[config.mk]
export PLATFORM = sky130hd
export DESIGN_NAME = cabac_bin_encoder
export DESIGN_NICKNAME = d
export VERILOG_FILES = /design/src/rtl/cabac_bin_encoder.sv
export SDC_FILE = /design/constraint.sdc
export NUM_CORES = 1
export LEC_CHECK = 0
export CORE_ASPECT_RATIO = 1.25
export CORE_UTILIZATION = 60
export DETAILED_ROUTE_END_ITERATION = 8
export PLACE_DENSITY = 0.77
export SYNTH_ARGS = -nofsm -noshare
export SYNTH_HDL_FRONTEND = slang
export SYNTH_SLANG_ARGS = --single-unit
[constraint.sdc]
create_clock -name clk -period 27.9 [get_ports clk]
set_clock_uncertainty 0.1 [all_clocks]
set_input_delay 6.975 -clock clk [delete_from_list [all_inputs] [get_ports clk]]
set_output_delay 6.975 -clock clk [all_outputs]
set_load 0.02 [all_outputs]
[src/rtl/cabac_bin_encoder.sv]
// cabac_bin_encoder: VVC-style binary arithmetic encoder core.
// Takes one regular or bypass bin per accepted cycle, keeps range/low,
// resolves carries over outstanding 0xFF bytes and streams bytes out.
// Valid/ready: a bin moves when bin_valid && bin_ready, a byte moves when
// byte_valid && byte_ready; byte_out is held while byte_valid && !byte_ready.
module cabac_bin_encoder #(
   parameter int OUTSTANDING_W = 16
) (
   input  logic       clk,
   input  logic       reset,
   input  logic       bin_valid,
   output logic       bin_ready,
   input  logic       bin,
   input  logic       bypass,
   input  logic [7:0] pState_in,
   input  logic       flush,
   output logic [7:0] byte_out,
   output logic       byte_valid,
   input  logic       byte_ready,
   output logic       done
);

   typedef enum logic [1:0] {
      ST_IDLE  = 2'd0,
      ST_EMIT  = 2'd1,
      ST_FLUSH = 2'd2,
      ST_DONE  = 2'd3
   } state_t;

   localparam logic [OUTSTANDING_W-1:0] NUM_ONE = {{(OUTSTANDING_W-1){1'b0}}, 1'b1};

   state_t                   state_q;
   logic                     flushing_q;
   logic [8:0]               range_q;
   logic [31:0]              low_q;
   logic [5:0]               bits_left_q;   // always positive in practice (6..23)
   logic [7:0]               buf_byte_q;
   logic [OUTSTANDING_W-1:0] num_buf_q;
   // Pending bytes after the one on byte_out: cnt copies of rep, then tail bytes.
   logic [OUTSTANDING_W-1:0] q_cnt_q;
   logic [7:0]               q_rep_q;
   logic [15:0]              q_tail_q;
   logic [1:0]               q_tail_n_q;

   logic unused_pstate_bits;
   assign unused_pstate_bits = ^pState_in[1:0];

   // Range/low update for the bin on the input, before WriteOut.
   logic [8:0]  prod, r_lps, r_mps, b_range;
   logic [2:0]  lps_shift;
   logic [31:0] b_low;
   logic [5:0]  b_bits;
   always_comb begin
      prod  = {4'd0, pState_in[6:2]} * {5'd0, range_q[8:5]};
      r_lps = (prod >> 1) + 9'd4;
      r_mps = range_q - r_lps;
      if      (r_lps[7]) lps_shift = 3'd1;
      else if (r_lps[6]) lps_shift = 3'd2;
      else if (r_lps[5]) lps_shift = 3'd3;
      else if (r_lps[4]) lps_shift = 3'd4;
      else if (r_lps[3]) lps_shift = 3'd5;
      else               lps_shift = 3'd6;
      b_range = range_q;
      b_low   = low_q;
      b_bits  = bits_left_q;
      if (bypass) begin
         b_low  = {low_q[30:0], 1'b0} + (bin ? {23'd0, range_q} : 32'd0);
         b_bits = bits_left_q - 6'd1;
      end else if (bin == pState_in[7]) begin
         if (r_mps[8]) begin
            b_range = r_mps;
         end else begin
            b_low   = {low_q[30:0], 1'b0};
            b_range = {r_mps[7:0], 1'b0};
            b_bits  = bits_left_q - 6'd1;
         end
      end else begin
         b_low   = (low_q + {23'd0, r_mps}) << lps_shift;
         b_range = r_lps << lps_shift;
         b_bits  = bits_left_q - {3'd0, lps_shift};
      end
   end

   // WriteOut: pull the lead byte once fewer than 12 bits are left.
   logic [5:0]               lead_shift, nx_bits;
   logic [8:0]               lead;
   logic [31:0]              nx_low;
   logic [7:0]               nx_buf, wo_first, wo_rep;
   logic [OUTSTANDING_W-1:0] nx_num;
   logic                     wo_first_v;
   always_comb begin
      lead_shift = 6'd24 - b_bits;
      lead       = 9'(b_low >> lead_shift);
      nx_low     = b_low;
      nx_bits    = b_bits;
      nx_buf     = buf_byte_q;
      nx_num     = num_buf_q;
      wo_first_v = 1'b0;
      wo_first   = buf_byte_q + {7'd0, lead[8]};
      wo_rep     = 8'hFF + {7'd0, lead[8]};
      if (b_bits < 6'd12) begin
         nx_bits = b_bits + 6'd8;
         nx_low  = b_low & (32'hFFFF_FFFF >> nx_bits);
         if (lead == 9'h0FF) begin
            nx_num = num_buf_q + NUM_ONE;
         end else begin
            wo_first_v = (num_buf_q != '0);
            nx_buf     = lead[7:0];
            nx_num     = NUM_ONE;
         end
      end
   end

   // Flush: carry out of low and the left-aligned tail bits of low>>8.
   logic [5:0]  fl_shift, fl_nbits;
   logic        fl_carry;
   logic [31:0] fl_low;
   logic [15:0] fl_tail;
   always_comb begin
      fl_shift = 6'd32 - bits_left_q;
      fl_carry = (low_q >> fl_shift) != 32'd0;
      fl_low   = fl_carry ? (low_q - (32'd1 << fl_shift)) : low_q;
      fl_nbits = 6'd24 - bits_left_q;
      fl_tail  = 16'((fl_low >> 8) << (6'd16 - fl_nbits));
   end

   // Select the byte source for this state and split it into head byte + rest.
   logic                     s_first_v, head_v;
   logic [7:0]               s_first, s_rep, head;
   logic [OUTSTANDING_W-1:0] s_cnt, rest_cnt;
   logic [1:0]               s_tail_n, rest_tail_n;
   logic [15:0]              s_tail, rest_tail;
   always_comb begin
      s_first_v = 1'b0;
      s_first   = wo_first;
      s_rep     = wo_rep;
      s_cnt     = '0;
      s_tail_n  = 2'd0;
      s_tail    = 16'd0;
      case (state_q)
         ST_EMIT: begin
            s_rep    = q_rep_q;
            s_cnt    = q_cnt_q;
            s_tail_n = q_tail_n_q;
            s_tail   = q_tail_q;
         end
         ST_FLUSH: begin
            s_first_v = (num_buf_q != '0);
            s_first   = buf_byte_q + {7'd0, fl_carry};
            s_rep     = fl_carry ? 8'h00 : 8'hFF;
            s_cnt     = (num_buf_q != '0) ? (num_buf_q - NUM_ONE) : '0;
            s_tail_n  = (fl_nbits > 6'd8) ? 2'd2 : 2'd1;
            s_tail    = fl_tail;
         end
         default: begin
            s_first_v = wo_first_v;
            s_cnt     = wo_first_v ? (num_buf_q - NUM_ONE) : '0;
         end
      endcase
      head_v      = s_first_v || (s_cnt != '0) || (s_tail_n != 2'd0);
      head        = s_tail[15:8];
      rest_cnt    = s_cnt;
      rest_tail_n = s_tail_n;
      rest_tail   = s_tail;
      if (s_first_v) begin
         head = s_first;
      end else if (s_cnt != '0) begin
         head     = s_rep;
         rest_cnt = s_cnt - NUM_ONE;
      end else if (s_tail_n != 2'd0) begin
         rest_tail   = {s_tail[7:0], 8'h00};
         rest_tail_n = s_tail_n - 2'd1;
      end
   end

   // Encoder state, byte queue and FSM.
   always_ff @(posedge clk or posedge reset) begin
      if (reset) begin
         state_q     <= ST_IDLE;
         flushing_q  <= 1'b0;
         range_q     <= 9'd510;
         low_q       <= 32'd0;
         bits_left_q <= 6'd23;
         buf_byte_q  <= 8'hFF;
         num_buf_q   <= '0;
         q_cnt_q     <= '0;
         q_rep_q     <= 8'h00;
         q_tail_q    <= 16'd0;
         q_tail_n_q  <= 2'd0;
         byte_out    <= 8'h00;
         byte_valid  <= 1'b0;
      end else begin
         case (state_q)
            ST_IDLE: begin
               if (bin_valid) begin
                  range_q     <= b_range;
                  low_q       <= nx_low;
                  bits_left_q <= nx_bits;
                  buf_byte_q  <= nx_buf;
                  num_buf_q   <= nx_num;
                  if (head_v) begin
                     byte_out   <= head;
                     byte_valid <= 1'b1;
                     q_cnt_q    <= rest_cnt;
                     q_rep_q    <= s_rep;
                     q_tail_q   <= rest_tail;
                     q_tail_n_q <= rest_tail_n;
                     state_q    <= ST_EMIT;
                  end
               end else if (flush) begin
                  state_q <= ST_FLUSH;
               end
            end
            ST_FLUSH: begin
               byte_out   <= head;
               byte_valid <= 1'b1;
               q_cnt_q    <= rest_cnt;
               q_rep_q    <= s_rep;
               q_tail_q   <= rest_tail;
               q_tail_n_q <= rest_tail_n;
               flushing_q <= 1'b1;
               state_q    <= ST_EMIT;
            end
            ST_EMIT: begin
               if (byte_ready) begin
                  if (head_v) begin
                     byte_out   <= head;
                     q_cnt_q    <= rest_cnt;
                     q_tail_q   <= rest_tail;
                     q_tail_n_q <= rest_tail_n;
                  end else begin
                     byte_valid <= 1'b0;
                     state_q    <= flushing_q ? ST_DONE : ST_IDLE;
                  end
               end
            end
            default: ;
         endcase
      end
   end

   assign bin_ready = (state_q == ST_IDLE);
   assign done      = (state_q == ST_DONE);

endmodule

==> impl_metrics.json, run 1 <==
{
  "relSlewSlack_pct": 16.97,
  "antenna_found_initial": 2,
  "arrival_ns": 22.10,
  "synthCells": 2412,
  "synth_edf_count": 0,
  "wl_mm": 66.73,
  "die-width_um": 155.7,
  "synth.mux.area_fraction_pct": 8.478,
  "endpoint_kind": "flip-flop",
  "vias": 19470,
  "cts-hold-fix-buffers": 0,
  "first_pass_iters": 8,
  "cts_inserted_buffers": 17,
  "cp_common_cell": "ha_1",
  "hold_depth": 1,
  "wl_per_cell_um": 24.45,
  "min_from": "flushing_q$_DFFE_PP0P_",
  "cts_resized": 0,
  "synth_top_family_by_area": "compound AO/OA/AOI/OAI gates",
  "place_hpwl_mm": 49.53,
  "cp-start-kind": "input pin",
  "layout-drive-gt1-share_pct": 8.893,
  "cts.sinks": 125,
  "syn_area_per_cell_um2": 7.342,
  "row_count": 69,
  "cp.required_ns": 28.12,
  "fmax_mhz": 45.71,
  "cts_buffer_depth": 2,
  "min_period_over_period_pct": 78.40,
  "vias_per_cell": 7.133,
  "h-tree-depth": 4,
  "crit_type": "in2reg",
  "drt.antenna.violating_nets": 0,
  "gp_congestion": 1.039,
  "cts_tree": "done",
  "synth_area_mm2": 0.01771,
  "min_to": "flushing_q$_DFFE_PP0P_",
  "initial_core_util_pct": 61.60,
  "area_growth_pct": 5.567,
  "clock_latency_ns": 0.44,
  "seqCellArea_mm2": 0.003153,
  "r2r_cells": 43,
  "post_cts_buffers": 0,
  "fp.dieH_um": 194.1,
  "rsz0062_at_grt": "no",
  "hold_viol_final": 0,
  "setup_viol": 0,
  "synthSimpleGateAreaFrac_pct": 25.16,
  "final_cell_mix": "nand2_1, nor2_1, o21ai_0",
  "grt_max_degree": 72,
  "ys_seq_area_share_pct": 17.80,
  "synthesis.nets": 2530,
  "yosysUniqueCellTypes": 108,
  "rr_endpoint": "q_tail_q[11]$_DFFE_PP0P_",
  "synth_compound_area_share_pct": 28.13,
  "grt_pass1_vias": 18610,
  "synth_xor_area_share_pct": 6.768,
  "r2r-start": "range_q[8]$_DFFE_PP1P_",
  "max-cap-violations": 0,
  "synthFlopType": "dfrtp_1",
  "first_iter_violations": 2500,
  "tns_ns": 0,
  "diodes": 0,
  "cp_max_fo": 35,
  "ios": 26,
  "multi_input_area_mm2": 0.01356,
  "layout_commonest_cell": "nand2_1",
  "max_slew.worst_pin.slew_ns": 1.241,
  "slowest_delay_ns": 0.76,
  "fin_nets": 2444,
  "fin_crit_ns": 21.87,
  "slew_viol_final": 0,
  "ys_ff_latch": 125,
  "grt_pass1_wl_mm": 104.5,
  "drcViolationCount": 0,
  "synth_warnings": 0,
  "synthArstFlopShare_pct": 100.0,
  "overflow": 0,
  "hold_path_class": "reg2reg",
  "dieArea_mm2": 0.03021,
  "numPortBuffers": 23,
  "path_clk_slew_ns": 0.07,
  "fill_cells": 2556,
  "synth-adder-area-share_pct": 7.701,
  "cts-root-buf": "clkbuf_16",
  "cp_num_buf_inv": 5,
  "run_status": "finished, final reports clean",
  "track_usage_pct": 44.27,
  "r2r_slack_ns": 12.30,
  "cp_slowest_cell": "a21boi_1",
  "critPathTopFamily": "simple AND/OR/NAND/NOR gates",
  "coreArea_mm2": 0.02875
}
[layout make-up]
| cell class | count | area share (%) |
|---|---|---|
| clock buffer | 17 | 2.275 |
| clock inverter | 15 | 0.9905 |
| inverter | 84 | 1.713 |
| sequential | 125 | 16.87 |
| multi-input combinational | 2029 | 72.52 |
| timing repair buffer | 69 | 3.025 |
| tap | 390 | 2.610 |
[worst max path at each step]
stage,slack (ns),start,cells past startpoint,endpoint
6_report,6.03,pState_in[2],44,q_tail_q[11]$_DFFE_PP0P_
5_1_grt,5.31,pState_in[3],44,q_tail_q[11]$_DFFE_PP0P_
4_1_cts,6.34,pState_in[2],44,q_tail_q[11]$_DFFE_PP0P_
3_5_place_dp,5.98,pState_in[2],44,q_tail_q[11]$_DFFE_PP0P_
3_3_place_gp,6.13,pState_in[2],44,q_tail_q[11]$_DFFE_PP0P_
2_1_floorplan,9.79,pState_in[3],49,q_cnt_q[9]$_DFFE_PP0P_
[logic make-up (layout without fill, tap and decap cells)]
kind of cell | Yosys count | after routing
AO/OA/AOI/OAI | 718 | 718
XOR/XNOR | 136 | 136
adder cells (fa/ha/maj) | 103 | 103
buffers and inverters | 258 | 185
flip-flops | 125 | 125
multiplexers | 128 | 128
AND/OR/NAND/NOR | 944 | 944
[state kept, by name, indices dropped and copies added, names as in the netlist]
name         count
low_q           32
num_buf_q       16
q_cnt_q         16
q_tail_q        16
range_q          9
buf_byte_q       8
byte_out         8
q_rep_q          8
bits_left_q      6
q_tail_n_q       2
state_q          2
byte_valid       1
flushing_q       1
[metal layers]
layer	up-vias	wire, µm	track usage (%)	part of all wire (%)
met5	-	27	0	0.040
met4	4	5831	33.91	8.7
met3	365	6673	10.08	10
met2	1261	29530	69.12	44
met1	9092	24670	52.53	37
li1	8744	-	-	-
[worst register-to-register path, delay by kind of cell (launching register included)]
| kind | cells | cell delay [ns] |
|---|---|---|
| buffers and inverters | 4 | 0.45 |
| adders and majority gates | 7 | 2.86 |
| DFF | 1 | 0.72 |
| xor gates and xnor gates | 1 | 0.31 |
| muxes | 1 | 0.30 |
| and+or+nand+nor | 19 | 7.33 |
| AOI/OAI and AO/OA | 11 | 3.40 |
[cells in the mapped netlist (9+ instances only)]
master | instances | area share [%]
dfrtp_1 | 105 | 15
xor2_1 | 52 | 2.6
nor2_1 | 239 | 5.1
buf_2 | 27 | 0.76
xnor2_1 | 83 | 4.1
buf_1 | 15 | 0.32
o31ai_1 | 30 | 1.3
nor3b_1 | 12 | 0.51
or3_1 | 17 | 0.60
a32oi_1 | 9 | 0.45
nand3_1 | 86 | 2.4
and2_1 | 40 | 1.4
inv_1 | 75 | 1.6
a21o_1 | 32 | 1.4
nand4_1 | 24 | 0.85
ha_1 | 93 | 6.6
fa_1 | 10 | 1.1
mux2_2 | 35 | 2.2
o21ai_0 | 149 | 4.2
o211ai_1 | 31 | 1.3
dfstp_2 | 20 | 3.0
a21oi_1 | 137 | 3.9
a22oi_1 | 9 | 0.38
a22o_1 | 10 | 0.49
o41ai_1 | 11 | 0.54
nor3_1 | 87 | 2.5
o22ai_1 | 21 | 0.74
and3_1 | 31 | 1.1
mux4_2 | 14 | 1.8
nor2b_1 | 19 | 0.67
nor4_1 | 27 | 0.95
a31oi_1 | 42 | 1.5
nand2_1 | 296 | 6.3
o21a_1 | 18 | 0.76
clkbuf_1 | 124 | 2.6
mux2i_1 | 78 | 4.4
nand2b_1 | 16 | 0.57
a221o_1 | 10 | 0.57
a221oi_1 | 9 | 0.45
o221ai_1 | 13 | 0.64
a211oi_1 | 35 | 1.5
[per-stage QoR]
stage	std cells	setup slack, ns	util, %	cell area (µm²)	hold WS (ns)
after floorplan	2412	9.788	-	17710	0.3394
after global placement	2695	6.127	62.87	18070	0.3545
after detailed placement	2695	5.976	62.87	18070	0.3552
after CTS	2727	6.341	65.00	18690	0.3711
after global routing	2729	5.307	65.03	18700	0.3904
final	2729	6.025	65.03	18700	0.3667
Power of run 1 is not shown: default switching activity piles up to over one toggle a cycle in this logic, so the estimate is an artifact.
==> run 2, diff against run 1 <==
==> constraint.sdc (replaced) <==
create_clock -name clk -period 20.3 [get_ports clk]
set_clock_uncertainty 0.1 [all_clocks]
set_input_delay 5.075 -clock clk [delete_from_list [all_inputs] [get_ports clk]]
set_output_delay 5.075 -clock clk [all_outputs]
set_load 0.02 [all_outputs]
==> run 2 against run 1 <==
Sequential cell count did not move. First-iteration DRC count rose by 4.6%. Core utilization rose by 0.34 points. Die area did not move. Clock-buffer cell count did not move. Final area rose by 0.53%.
==> impl_metrics.json, run 2 (synthesis results as in run 1) <==
{
  "dp_slack_ns": 2.038,
  "ios": 26,
  "dp.cells": 2710,
  "rsz0062_at_grt": "no",
  "vias_per_cell": 7.120,
  "cts.sinks": 125,
  "critPathTopFamily": "simple AND/OR/NAND/NOR gates",
  "cp_max_fo": 40,
  "die-width_um": 155.7,
  "h-tree-depth": 4,
  "hold_depth": 1,
  "r2r_cells": 46,
  "final_cell_mix": "nand2_1, nor2_1, o21ai_0",
  "tns_ns": 0,
  "cts_inserted_buffers": 17,
  "fp.dieH_um": 194.1,
  "whs_ns": 0.3758,
  "largest_reg_flops": 32,
  "slowest_delay_ns": 0.87,
  "initial_core_util_pct": 61.60,
  "drcViolationCount": 0,
  "slew_viol_final": 0,
  "track_usage_pct": 44.63,
  "cp-start-kind": "input pin",
  "post_cts_buffers": 0,
  "hold_viol_final": 0,
  "place_hpwl_mm": 49.87,
  "run_status": "finished, final reports clean",
  "first_pass_iters": 6,
  "cts_tree": "done",
  "wl_mm": 66.98,
  "drt.antenna.violating_nets": 0,
  "fill_cells": 2543,
  "setup_viol": 0,
  "coreArea_mm2": 0.02875,
  "grt_pass1_wl_mm": 105.3,
  "area_growth_pct": 6.126,
  "r2r_slack_ns": 6.36,
  "max-cap-violations": 0,
  "fin_nets": 2457,
  "antenna_found_initial": 1,
  "cts_resized": 0,
  "path_clk_slew_ns": 0.07,
  "grt_pass1_vias": 18740,
  "first_iter_violations": 2616,
  "fin_ws_ns": 1.987,
  "hold_path_class": "reg2reg",
  "grt_max_degree": 65,
  "cp_slowest_cell": "a2111oi_0",
  "min_from": "flushing_q$_DFFE_PP0P_",
  "fin_crit_ns": 18.31,
  "row_count": 69,
  "wl_per_cell_um": 24.42,
  "endpoint_kind": "flip-flop",
  "cts-root-buf": "clkbuf_16",
  "cts_buffer_depth": 2,
  "layout-drive-gt1-share_pct": 9.396,
  "top_register": "low_q",
  "cts-hold-fix-buffers": 0,
  "cp_num_buf_inv": 9,
  "cp.required_ns": 20.52,
  "vias": 19530,
  "numPortBuffers": 23,
  "fmax_mhz": 54.60,
  "final_cells": 2743,
  "layout_commonest_cell": "nand2_1",
  "crit_type": "in2reg",
  "max_slew.worst_pin.slew_ns": 1.402,
  "min_to": "flushing_q$_DFFE_PP0P_",
  "gp_congestion": 1.018,
  "rr_endpoint": "q_cnt_q[9]$_DFFE_PP0P_",
  "r2r-start": "range_q[8]$_DFFE_PP1P_",
  "clock_latency_ns": 0.44,
  "dieArea_mm2": 0.03021,
  "overflow": 0,
  "arrival_ns": 18.53,
  "relSlewSlack_pct": 5.296,
  "min_period_over_period_pct": 90.21
}
-- run 2: cell types whose count changed in the layout (fill, tap and decap cells not counted) --
cell        delta
clkinvlp_4     +3
diode_2        +1
clkbuf_2       -2
clkinv_4       -1
buf_12         +1
clkinv_8       -2
buf_4         +14
-- run 2: per-stage QoR --
| step | instance area (µm²) | utilization, % |
|---|---|---|
| floorplan | 17710 | - |
| global placement | 18200 | 63.31 |
| detailed placement | 18200 | 63.31 |
| CTS | 18790 | 65.37 |
| global route | 18790 | 65.37 |
| finish | 18790 | 65.37 |
-- run 2: worst max path at each step --
stage	from	slack, ns	to	cells past startpoint
floorplan	pState_in[3]	4.09	q_cnt_q[9]$_DFFE_PP0P_	49
global placement	pState_in[2]	2.13	q_cnt_q[9]$_DFFE_PP0P_	48
detailed placement	pState_in[2]	2.04	q_cnt_q[9]$_DFFE_PP0P_	48
CTS	pState_in[2]	2.47	q_cnt_q[9]$_DFFE_PP0P_	48
global route	pState_in[2]	1.23	q_cnt_q[9]$_DFFE_PP0P_	47
finish	pState_in[2]	1.99	q_cnt_q[9]$_DFFE_PP0P_	47
-- run 2: layout make-up --
class                   count  area, µm²  share of cell area [%]
flip-flops and latches    125       3153                   16.78
diodes                      1      2.502                 0.01331
inverters                  84      320.3                   1.704
clock inverters            15      166.4                  0.8854
well taps                 390      488.0                   2.596
clock buffers              17      425.4                   2.263
multi-input cells        2029      13560                   72.14
repair buffers             82      680.7                   3.622
-- run 2: layer usage --
metal  share of wire (%)  track usage (%)  vias to the layer above
met5                   0                0                        -
met4                 9.7            36.86                        0
met3                  10            9.566                      378
met2                  44            69.94                     1216
met1                  36            52.08                     9161
li1                    -                -                     8775
-- run 2: worst register-to-register path: cells and delay by family (launching register included) --
family / cells / cell delay, ns
AOI/OAI and AO/OA: 9 / 2.95
xor gates and xnor gates: 1 / 0.20
adders and majority gates: 7 / 2.78
buffers and inverters: 8 / 1.38
DFF: 1 / 0.72
muxes: 2 / 0.80
and+or+nand+nor: 19 / 4.86
Power of run 2 is left out for the same reason.
